<file path="config.mk">
export PLATFORM = sky130hd
export DESIGN_NAME = dmem_arbiter
export DESIGN_NICKNAME = d
export VERILOG_FILES = /design/src/rtl/dmem_arbiter_pkg.sv /design/src/rtl/dmem_rr_pick.sv /design/src/rtl/dmem_arbiter.sv
export SDC_FILE = /design/constraint.sdc
export NUM_CORES = 1
export LEC_CHECK = 0
export BUFFER_PORTS_ARGS = -buffer_cell sky130_fd_sc_hd__buf_2
export CORE_AREA = 2 2 122 124
export DETAILED_ROUTE_END_ITERATION = 7
export DIE_AREA = 0 0 124 126
export HOLD_SLACK_MARGIN = 0.08
export MAX_ROUTING_LAYER = met4
export RECOVER_POWER = 100
export SYNTH_ARGS = -nofsm -noshare
export SYNTH_HDL_FRONTEND = slang
export SYNTH_SLANG_ARGS = --single-unit
</file>
<file path="constraint.sdc">
create_clock -name clk -period 2.8 [get_ports clk]
set_clock_uncertainty 0.1 [all_clocks]
set_input_delay 0.56 -clock clk [delete_from_list [all_inputs] [get_ports clk]]
set_output_delay 0.56 -clock clk [all_outputs]
set_load 0.005 [all_outputs]
</file>
<file path="src/rtl/dmem_arbiter_pkg.sv">
// Shared constants and types for the data-memory arbiter.
// Port identifiers, lock FSM state encoding and the default lock limit.
// The optional ownership-lock feature is enabled with `DMEM_ARB_LOCK_EN.
package dmem_arbiter_pkg;

    // Port identifiers, also used as the value of the round-robin pointer
    localparam logic DMEM_ARB_PORT_CORE = 1'b0;
    localparam logic DMEM_ARB_PORT_DBG  = 1'b1;

    // Default maximum number of consecutive locked grants
    localparam int DMEM_ARB_MAX_LOCK = 16;

    // Lock FSM encoding; LOCK_IDLE is the plain round-robin (unlocked) state
    typedef enum logic [1:0] {
        LOCK_IDLE = 2'd0,
        LOCK_CORE = 2'd1,
        LOCK_DBG  = 2'd2
    } lock_state_t;

    // Port that owns the memory in a given lock state (core when idle)
    function automatic logic lock_owner(input lock_state_t state);
        return (state == LOCK_DBG) ? DMEM_ARB_PORT_DBG : DMEM_ARB_PORT_CORE;
    endfunction

endpackage

</file>
<file path="src/rtl/dmem_rr_pick.sv">
// Purely combinational 2-way round-robin picker.
// Bit 0 is the core port, bit 1 the debug port. With a single requester that
// requester wins; with both, the port that was not granted last time wins.
module dmem_rr_pick (
    input  logic [1:0] req,
    input  logic       last,
    output logic [1:0] gnt,
    output logic       winner
);

    genvar gi;
    generate
        for (gi = 0; gi < 2; gi++) begin : g_pick
            // Win when alone, or when contending and not the most recent winner
            assign gnt[gi] = req[gi] & (~req[1 - gi] | (last != (gi == 1)));
        end
    endgenerate

    assign winner = gnt[1];

endmodule

</file>
<file path="src/rtl/dmem_arbiter.sv">
// Two-port arbiter sharing the single-ported data memory between the core
// load/store unit and a debug/loader master. One access per cycle, round-robin
// under contention, 1-cycle read return routed back to the issuing port.
// Optional ownership lock (core_lock/dbg_lock + lock FSM) is compiled in when
// the macro DMEM_ARB_LOCK_EN is defined; otherwise the arbiter is pure
// round-robin.
module dmem_arbiter
    import dmem_arbiter_pkg::*;
#(
    parameter int ADDR_W   = 32,
    parameter int DATA_W   = 32
`ifdef DMEM_ARB_LOCK_EN
    ,
    parameter int MAX_LOCK = DMEM_ARB_MAX_LOCK
`endif
) (
    input  logic                clk,
    input  logic                rst,
`ifdef DMEM_ARB_LOCK_EN
    input  logic                core_lock,
    input  logic                dbg_lock,
`endif
    input  logic                core_req,
    input  logic                core_we,
    input  logic [ADDR_W-1:0]   core_addr,
    input  logic [DATA_W-1:0]   core_wdata,
    input  logic [DATA_W/8-1:0] core_wstrb,
    output logic                core_gnt,
    output logic                core_rvalid,
    output logic [DATA_W-1:0]   core_rdata,
    input  logic                dbg_req,
    input  logic                dbg_we,
    input  logic [ADDR_W-1:0]   dbg_addr,
    input  logic [DATA_W-1:0]   dbg_wdata,
    input  logic [DATA_W/8-1:0] dbg_wstrb,
    output logic                dbg_gnt,
    output logic                dbg_rvalid,
    output logic [DATA_W-1:0]   dbg_rdata,
    output logic                mem_en,
    output logic                mem_we,
    output logic [ADDR_W-1:0]   mem_addr,
    output logic [DATA_W-1:0]   mem_wdata,
    output logic [DATA_W/8-1:0] mem_wstrb,
    input  logic [DATA_W-1:0]   mem_rdata
);

    localparam int STRB_W = DATA_W / 8;

    // Round-robin pointer and read-return owner tag
    logic              last_gnt_reg;
    logic              rd_pend_reg;
    logic              rd_port_reg;

    // Last delivered read data per port, shown while that port has no rvalid
    logic [DATA_W-1:0] core_rdata_reg;
    logic [DATA_W-1:0] dbg_rdata_reg;

    // Arbitration
    logic [1:0]        req_vec;
    logic [1:0]        pick_gnt;
    logic              winner;
    logic              any_gnt;

    // Selected request fields of the winning port
    logic              sel_we;
    logic [ADDR_W-1:0] sel_addr;
    logic [DATA_W-1:0] sel_wdata;
    logic [STRB_W-1:0] sel_wstrb;

`ifdef DMEM_ARB_LOCK_EN
    localparam int CNT_W = $clog2(MAX_LOCK + 1);

    lock_state_t       lock_state_reg;
    logic [CNT_W-1:0]  lock_cnt_reg;
    logic [CNT_W-1:0]  lock_cnt_next;
    logic              owner_req;
    logic              owner_lock;
    logic              sel_lock;

    // Lock bookkeeping: who owns the lock, and what the winner asks for
    always_comb begin
        owner_req     = core_req;
        owner_lock    = core_lock;
        if (lock_owner(lock_state_reg) == DMEM_ARB_PORT_DBG) begin
            owner_req  = dbg_req;
            owner_lock = dbg_lock;
        end
        sel_lock      = (winner == DMEM_ARB_PORT_DBG) ? dbg_lock : core_lock;
        lock_cnt_next = lock_cnt_reg + 1'b1;
    end
`endif

    // Effective requests: nothing is granted in reset, and a held lock hides
    // the other port from the picker
    always_comb begin
        req_vec = {dbg_req, core_req} & {2{~rst}};
`ifdef DMEM_ARB_LOCK_EN
        case (lock_state_reg)
            LOCK_CORE: req_vec[1] = 1'b0;
            LOCK_DBG:  req_vec[0] = 1'b0;
            default:   ;
        endcase
`endif
    end

    dmem_rr_pick u_pick (
        .req    (req_vec),
        .last   (last_gnt_reg),
        .gnt    (pick_gnt),
        .winner (winner)
    );

    assign core_gnt = pick_gnt[0];
    assign dbg_gnt  = pick_gnt[1];
    assign any_gnt  = |pick_gnt;

    // Request mux: pick the fields of the winning port
    always_comb begin
        sel_we    = core_we;
        sel_addr  = core_addr;
        sel_wdata = core_wdata;
        sel_wstrb = core_wstrb;
        if (winner == DMEM_ARB_PORT_DBG) begin
            sel_we    = dbg_we;
            sel_addr  = dbg_addr;
            sel_wdata = dbg_wdata;
            sel_wstrb = dbg_wstrb;
        end
    end

    // Memory side: quiet when idle, byte strobes only meaningful on writes
    assign mem_en    = any_gnt;
    assign mem_we    = any_gnt & sel_we;
    assign mem_addr  = any_gnt ? sel_addr : '0;
    assign mem_wdata = any_gnt ? sel_wdata : '0;
    assign mem_wstrb = (any_gnt & sel_we) ? sel_wstrb : '0;

    // Pointer and read-return tag; the pointer only moves on a grant
    always_ff @(posedge clk) begin
        if (rst) begin
            last_gnt_reg <= DMEM_ARB_PORT_DBG;
            rd_pend_reg  <= 1'b0;
            rd_port_reg  <= DMEM_ARB_PORT_CORE;
        end else begin
            rd_pend_reg <= any_gnt & ~sel_we;
            if (any_gnt) begin
                last_gnt_reg <= winner;
                rd_port_reg  <= winner;
            end
        end
    end

    // Read return goes to the tagged owner; a reset in the return cycle
    // swallows the pending data
    assign core_rvalid = rd_pend_reg & ~rst & (rd_port_reg == DMEM_ARB_PORT_CORE);
    assign dbg_rvalid  = rd_pend_reg & ~rst & (rd_port_reg == DMEM_ARB_PORT_DBG);

    assign core_rdata = core_rvalid ? mem_rdata : core_rdata_reg;
    assign dbg_rdata  = dbg_rvalid  ? mem_rdata : dbg_rdata_reg;

    // Remember the last delivered word per port so non-owners hold steady
    always_ff @(posedge clk) begin
        if (rst) begin
            core_rdata_reg <= '0;
            dbg_rdata_reg  <= '0;
        end else begin
            if (core_rvalid) begin
                core_rdata_reg <= mem_rdata;
            end
            if (dbg_rvalid) begin
                dbg_rdata_reg <= mem_rdata;
            end
        end
    end

`ifdef DMEM_ARB_LOCK_EN
    // Lock FSM: a locked grant pins ownership until the owner releases the
    // lock, drops its request, or uses up MAX_LOCK consecutive grants
    always_ff @(posedge clk) begin
        if (rst) begin
            lock_state_reg <= LOCK_IDLE;
            lock_cnt_reg   <= '0;
        end else begin
            case (lock_state_reg)
                LOCK_IDLE: begin
                    if (any_gnt && sel_lock && (MAX_LOCK > 1)) begin
                        lock_state_reg <= (winner == DMEM_ARB_PORT_DBG) ? LOCK_DBG : LOCK_CORE;
                        lock_cnt_reg   <= CNT_W'(1);
                    end
                end
                LOCK_CORE, LOCK_DBG: begin
                    if (!owner_req) begin
                        lock_state_reg <= LOCK_IDLE;
                        lock_cnt_reg   <= '0;
                    end else if (!owner_lock || (int'(lock_cnt_next) >= MAX_LOCK)) begin
                        // Owner was granted this cycle, so last_gnt already
                        // points at it and the other port wins next
                        lock_state_reg <= LOCK_IDLE;
                        lock_cnt_reg   <= '0;
                    end else begin
                        lock_cnt_reg <= lock_cnt_next;
                    end
                end
                default: begin
                    lock_state_reg <= LOCK_IDLE;
                    lock_cnt_reg   <= '0;
                end
            endcase
        end
    end
`endif

endmodule

</file>
==> flow_metrics.tcl, run 1 <==
set metrics [dict create \
    status "finished clean" \
    synthCells 469 \
    hold_viol_final 0 \
    clkTransAtPathRegs_ns 0.05 \
    leakagePower_nw 2.705 \
    cts_buffers 9 \
    synthArstFlopShare_pct 0 \
    rows 44 \
    crit_fanout 39 \
    startpoint_type "input pin" \
    syn2layout_area_growth_pct 48.20 \
    fp.dieH_um 126 \
    post-cts-setup-buffers 0 \
    viasPerCell 4.828 \
    fin_crit_ns 2.648 \
    synth-edff-count 0 \
    drtIter0Drc 267 \
    yosysTopAreaCellShare_pct 34.43 \
    synth-main-ff-cell "dfxtp_1" \
    synth.most_common_cell "o21ai_0" \
    dr.pass1.iters 7 \
    antenna_found_initial 3 \
    clock-root-buffer "clkbuf_16" \
    fillers 1559 \
    ir_drop_uv 191.6 \
    wl_per_cell_um 15.69 \
    maxUsedRoutingLayer "met4" \
    drt_wl_total_mm 14.86 \
    arrival_ns 1.99 \
    power_density_nw_per_um2 441.8 \
    finalSetupViolCount 0 \
    synth_top_cells_by_count "71 x o21ai_0, 69 x nand3_1, 67 x dfxtp_1" \
    yosys_warnings 0 \
    grt_pass1_wl_mm 22.06 \
    hpwl_mm 11.48 \
    place_congestion 0.9092 \
    rsz0062_at_grt "false" \
    grt_usage_pct 18.50 \
    place_inst 928 \
    ant_nets 0 \
    cts.sinks 67 \
    hold_path.class "flop to flop" \
    wl_met1_mm 5.768 \
    grt_pass1_vias 4269 \
    cap_violations 0 \
    yosys.area.top_type "dfxtp_1" \
    drive_gt1_share_pct 39.08 \
    fin_cells 947 \
    fmax_mhz 377.6 \
    finalSetupTns_ns 0 \
    cts_repair_resize_count 0 \
    syn_nets 643 \
    io_buffers 311 \
    core-area_um2 14310 \
    relSlewSlack_pct 37.92 \
    tightestPinTransition_ns 0.9311 \
    wl_met2_mm 7.057 \
    ys_ff_latch 67 \
    clockBufferDepth 2 \
    cts_tree "done" \
    start_util_pct 27.22 \
    seq_area_frac_synth_pct 34.43 \
    critPathRequiredTime_ns 2.14 \
    slew_violations 0 \
    critical_path_class "input pin to output pin" \
    period_share_pct 94.59 \
    die_w_um 124 \
    fin_nets 929 \
    clkLatencyLatePin_ns 0.33 \
    wl_met3_mm 1.550 \
    synth.area.top_cells "dfxtp_1 34%, mux2_2 14%, and2_1 10%" \
    postCtsHoldBufs 0 \
    worstSetupEndpointType "output pin" \
    die_area_um2 15620 \
    ctsHtreeMaxLevel 3 \
    synth_area_um2 3896 \
    route.detailed.drc 0 \
    io_pins 312 \
    syn_area_per_cell_um2 8.308 \
    p_total_mw 2.551 \
    synth.distinct_cells 25 \
    num_vias 4572 \
    grt_max_degree 62 \
    overflow 0 \
    fin_util_pct 40.34 \
]
## path summary, 6_finish.rpt
kind | slack [ns] | cells past startpoint | to | startpoint
hold reg to reg | 0.46 | 2 | core_rdata_reg[10]$_SDFF_PP0_ | core_rdata_reg[10]$_SDFF_PP0_
hold / removal | 0.46 | 2 | core_rdata_reg[10]$_SDFF_PP0_ | core_rdata_reg[10]$_SDFF_PP0_
setup / recovery | 0.15 | 6 | mem_addr[4] | rst
setup reg to reg | 1.05 | 4 | core_rdata_reg[12]$_SDFF_PP0_ | rd_pend_reg$_SDFF_PP0_
## worst max-delay path: stages
cell and delay, ns:
buf_2 0.15, clkinv_2 0.26, clkbuf_4 0.48, nand3_1 0.17
a21oi_1 0.20, clkbuf_1 0.15
## power by group
part / total, mW / switching (mW) / internal, mW
registers: 0.984 / 0.00763 / 0.976
logic: 0.525 / 0.283 / 0.242
clock network: 1.04 / 0.398 / 0.644
## per-layer routing
layer,track usage [%],vias up
li1,-,2234
met1,20.86,2064
met2,30.83,247
met3,4.755,27
met4,7.733,0
met5,-,-
## cell families after synthesis
kind of cell           share of synthesized area, %
AOI/OAI and AO/OA                             18.88
muxes                                         19.36
and+or+nand+nor                               21.16
buffers and inverters                         6.166
DFF                                           34.43
## cell type report
class	instances	area (µm²)	area share (%)
Sequential cell	67	1341	23.23
Clock inverter	4	25.02	0.4334
Antenna cell	3	7.507	0.1300
Tap cell	184	230.2	3.987
Multi-Input combinational cell	349	2288	39.63
Clock buffer	12	256.5	4.442
Inverter	3	12.51	0.2167
Timing Repair Buffer	325	1613	27.93
## per-stage QoR
step                cell area [µm²]  setup slack, ns  hold WS [ns]
finish                         5774           0.1515        0.4586
global route                   5774          0.06715        0.4889
CTS                            5936           0.2015        0.4401
detailed placement             5654           0.1983        0.4513
global placement               5654           0.2422        0.4427
floorplan                      3896           0.5764        0.4136
## cell usage in the layout, fill, tap and decap left out, types with 2 or more instances in the layout
master and n:
clkbuf_1 85, clkinvlp_4 2, buf_12 5, nand2_1 3, mux2_1 28, mux2_2 36
o21ai_0 70, buf_4 6, dfxtp_1 67, a21oi_1 64, diode_2 3, clkinv_2 3
and2_1 44, nand3_1 69, clkbuf_2 15, buf_2 213, clkbuf_16 9, and3_1 2
and2_0 20, inv_1 2, clkbuf_8 2, a22oi_1 4
No activity file was read; power rests on OpenSTA's default activity.
==> run 2, diff against run 1 <==
- PLACE_DENSITY: default -> 0.69
==> flow_metrics.tcl, run 2 (synthesized netlist as in run 1, its figures left out) <==
set metrics [dict create \
    dr.pass1.iters 5 \
    post-cts-setup-buffers 0 \
    cts_tree "done" \
    cts_repair_resize_count 0 \
    fin_crit_ns 2.616 \
    reg2reg_setup_slack_ns 1.05 \
    fmax_mhz 382.2 \
    clkTransAtPathRegs_ns 0.05 \
    hold_path.class "flop to flop" \
    drt_wl_total_mm 14.39 \
    grt_pass1_wl_mm 21.62 \
    rr_startpoint "rd_pend_reg$_SDFF_PP0_" \
    drive_gt1_share_pct 38.68 \
    crit_fanout 22 \
    start_util_pct 27.22 \
    wl_met3_mm 1.342 \
    p_seq_share_pct 35.7 \
    whs_ns 0.4632 \
    r2r-end "core_rdata_reg[12]$_SDFF_PP0_" \
    ant_nets 0 \
    fin_nets 929 \
    critical_path_class "input pin to output pin" \
    clock-root-buffer "clkbuf_16" \
    io_pins 312 \
    insertedDiodeCount 0 \
    grt_pass1_vias 4170 \
    r2r_cells 4 \
    rows 44 \
    overflow 0 \
    ir_drop_uv 201.8 \
    power_density_nw_per_um2 472.8 \
    rsz0062_at_grt "false" \
    status "finished clean" \
    ctsHtreeMaxLevel 3 \
    layout_common_cells "212 x buf_2, 96 x clkbuf_1, 70 x o21ai_0" \
    startpoint_type "input pin" \
    critPathLaunch "rst" \
    cts.sinks 67 \
    cap_violations 0 \
    drtIter0Drc 344 \
    hpwl_mm 10.75 \
    die_w_um 124 \
    grt_usage_pct 17.85 \
    arrival_ns 1.96 \
    route.detailed.drc 0 \
    viasPerCell 4.836 \
    clockBufferDepth 2 \
    switching_share_pct 24.73 \
    p_clk_share_pct 45.0 \
    io_buffers 311 \
    mostFrequentLayoutCell "buf_2" \
    power.internal_mw 2.074 \
    postCtsHoldBufs 0 \
    critPathRequiredTime_ns 2.14 \
    num_vias 4565 \
    worstSetupEndpoint "mem_wstrb[2]" \
    fp.dieH_um 126 \
    wl_met1_mm 5.988 \
    place_congestion 0.8586 \
    core-area_um2 14310 \
    clkLatencyLatePin_ns 0.32 \
    wl_met2_mm 6.670 \
    tightestPinTransition_ns 0.9802 \
    period_share_pct 93.43 \
    slew_violations 0 \
    relSlewSlack_pct 34.65 \
    wl_per_cell_um 15.24 \
    hold_viol_final 0 \
    leakagePower_nw 2.711 \
    grt_max_degree 71 \
    die_area_um2 15620 \
    finalSetupTns_ns 0 \
    antenna_found_initial 0 \
    syn2layout_area_growth_pct 49.58 \
    worstSetupEndpointType "output pin" \
    p_switching_mw 0.6815 \
    combinationalPowerShare_pct 19.2 \
    finalSetupViolCount 0 \
    cts_buffers 9 \
    maxUsedRoutingLayer "met4" \
]
-- run 2: changes by cell type in the layout (fill, tap and decap cells not counted), sizes merged --
cell	change
diode	-3
bufinv	+2
clkbuf	+2
clkinvlp	-1
clkinv	-2
buf	-1
-- run 2: area by class of cell --
type / instances / area [µm²]
Sequential cell: 67 / 1341
Inverter: 3 / 12.51
Fill cell: 1583 / 8486
Tap cell: 184 / 230.2
Timing Repair Buffer: 325 / 1613
Multi-Input combinational cell: 349 / 2292
Clock inverter: 3 / 68.82
Clock buffer: 13 / 270.3
-- run 2: power groups by stage --
stage | logic (mW) | registers (mW) | clock network [mW]
2_1_floorplan | 0.256 | 1.00 | 0
3_3_place_gp | 0.552 | 1.01 | 0
3_5_place_dp | 0.556 | 1.01 | 0
4_1_cts | 0.559 | 0.986 | 1.28
5_1_grt | 0.590 | 0.987 | 1.32
6_report | 0.530 | 0.985 | 1.24
-- run 2: critical path, stage by stage --
cell        delay [ns]
buf_2             0.15
clkinvlp_2        0.19
buf_4             0.27
nand3_1           0.27
a22oi_1           0.26
clkbuf_1          0.23
-- run 2: worst min path at each step --
| stage | endpoint | from | slack [ns] | cells after the start |
|---|---|---|---|---|
| 2_1_floorplan | last_gnt_reg$_SDFFE_PP1P_ | last_gnt_reg$_SDFFE_PP1P_ | 0.41 | 3 |
| 3_3_place_gp | core_rdata_reg[4]$_SDFF_PP0_ | core_rdata_reg[4]$_SDFF_PP0_ | 0.44 | 2 |
| 3_5_place_dp | dbg_rdata_reg[14]$_SDFF_PP0_ | dbg_rdata_reg[14]$_SDFF_PP0_ | 0.46 | 2 |
| 4_1_cts | last_gnt_reg$_SDFFE_PP1P_ | dbg_req | 0.45 | 3 |
| 5_1_grt | rd_pend_reg$_SDFF_PP0_ | core_we | 0.49 | 3 |
| 6_report | dbg_rdata_reg[14]$_SDFF_PP0_ | dbg_rdata_reg[14]$_SDFF_PP0_ | 0.46 | 2 |
-- run 2: routing by layer --
metal	GRT usage, %	vias up
met4	6.015	0
met3	4.348	23
met2	28.12	255
li1	-	2231
met5	-	-
met1	22.25	2056
-- run 2: stage by stage --
step	cell area (µm²)	util, %	power (mW)	cells	worst slack, ns
6_report	5828	40.72	2.755	944	0.1839
5_1_grt	5828	40.72	2.899	944	0.07667
4_1_cts	5993	41.87	2.824	944	0.2631
3_5_place_dp	5654	39.50	1.562	928	0.2664
3_3_place_gp	5654	39.50	1.557	928	0.2837
2_1_floorplan	3896	-	1.260	469	0.5764
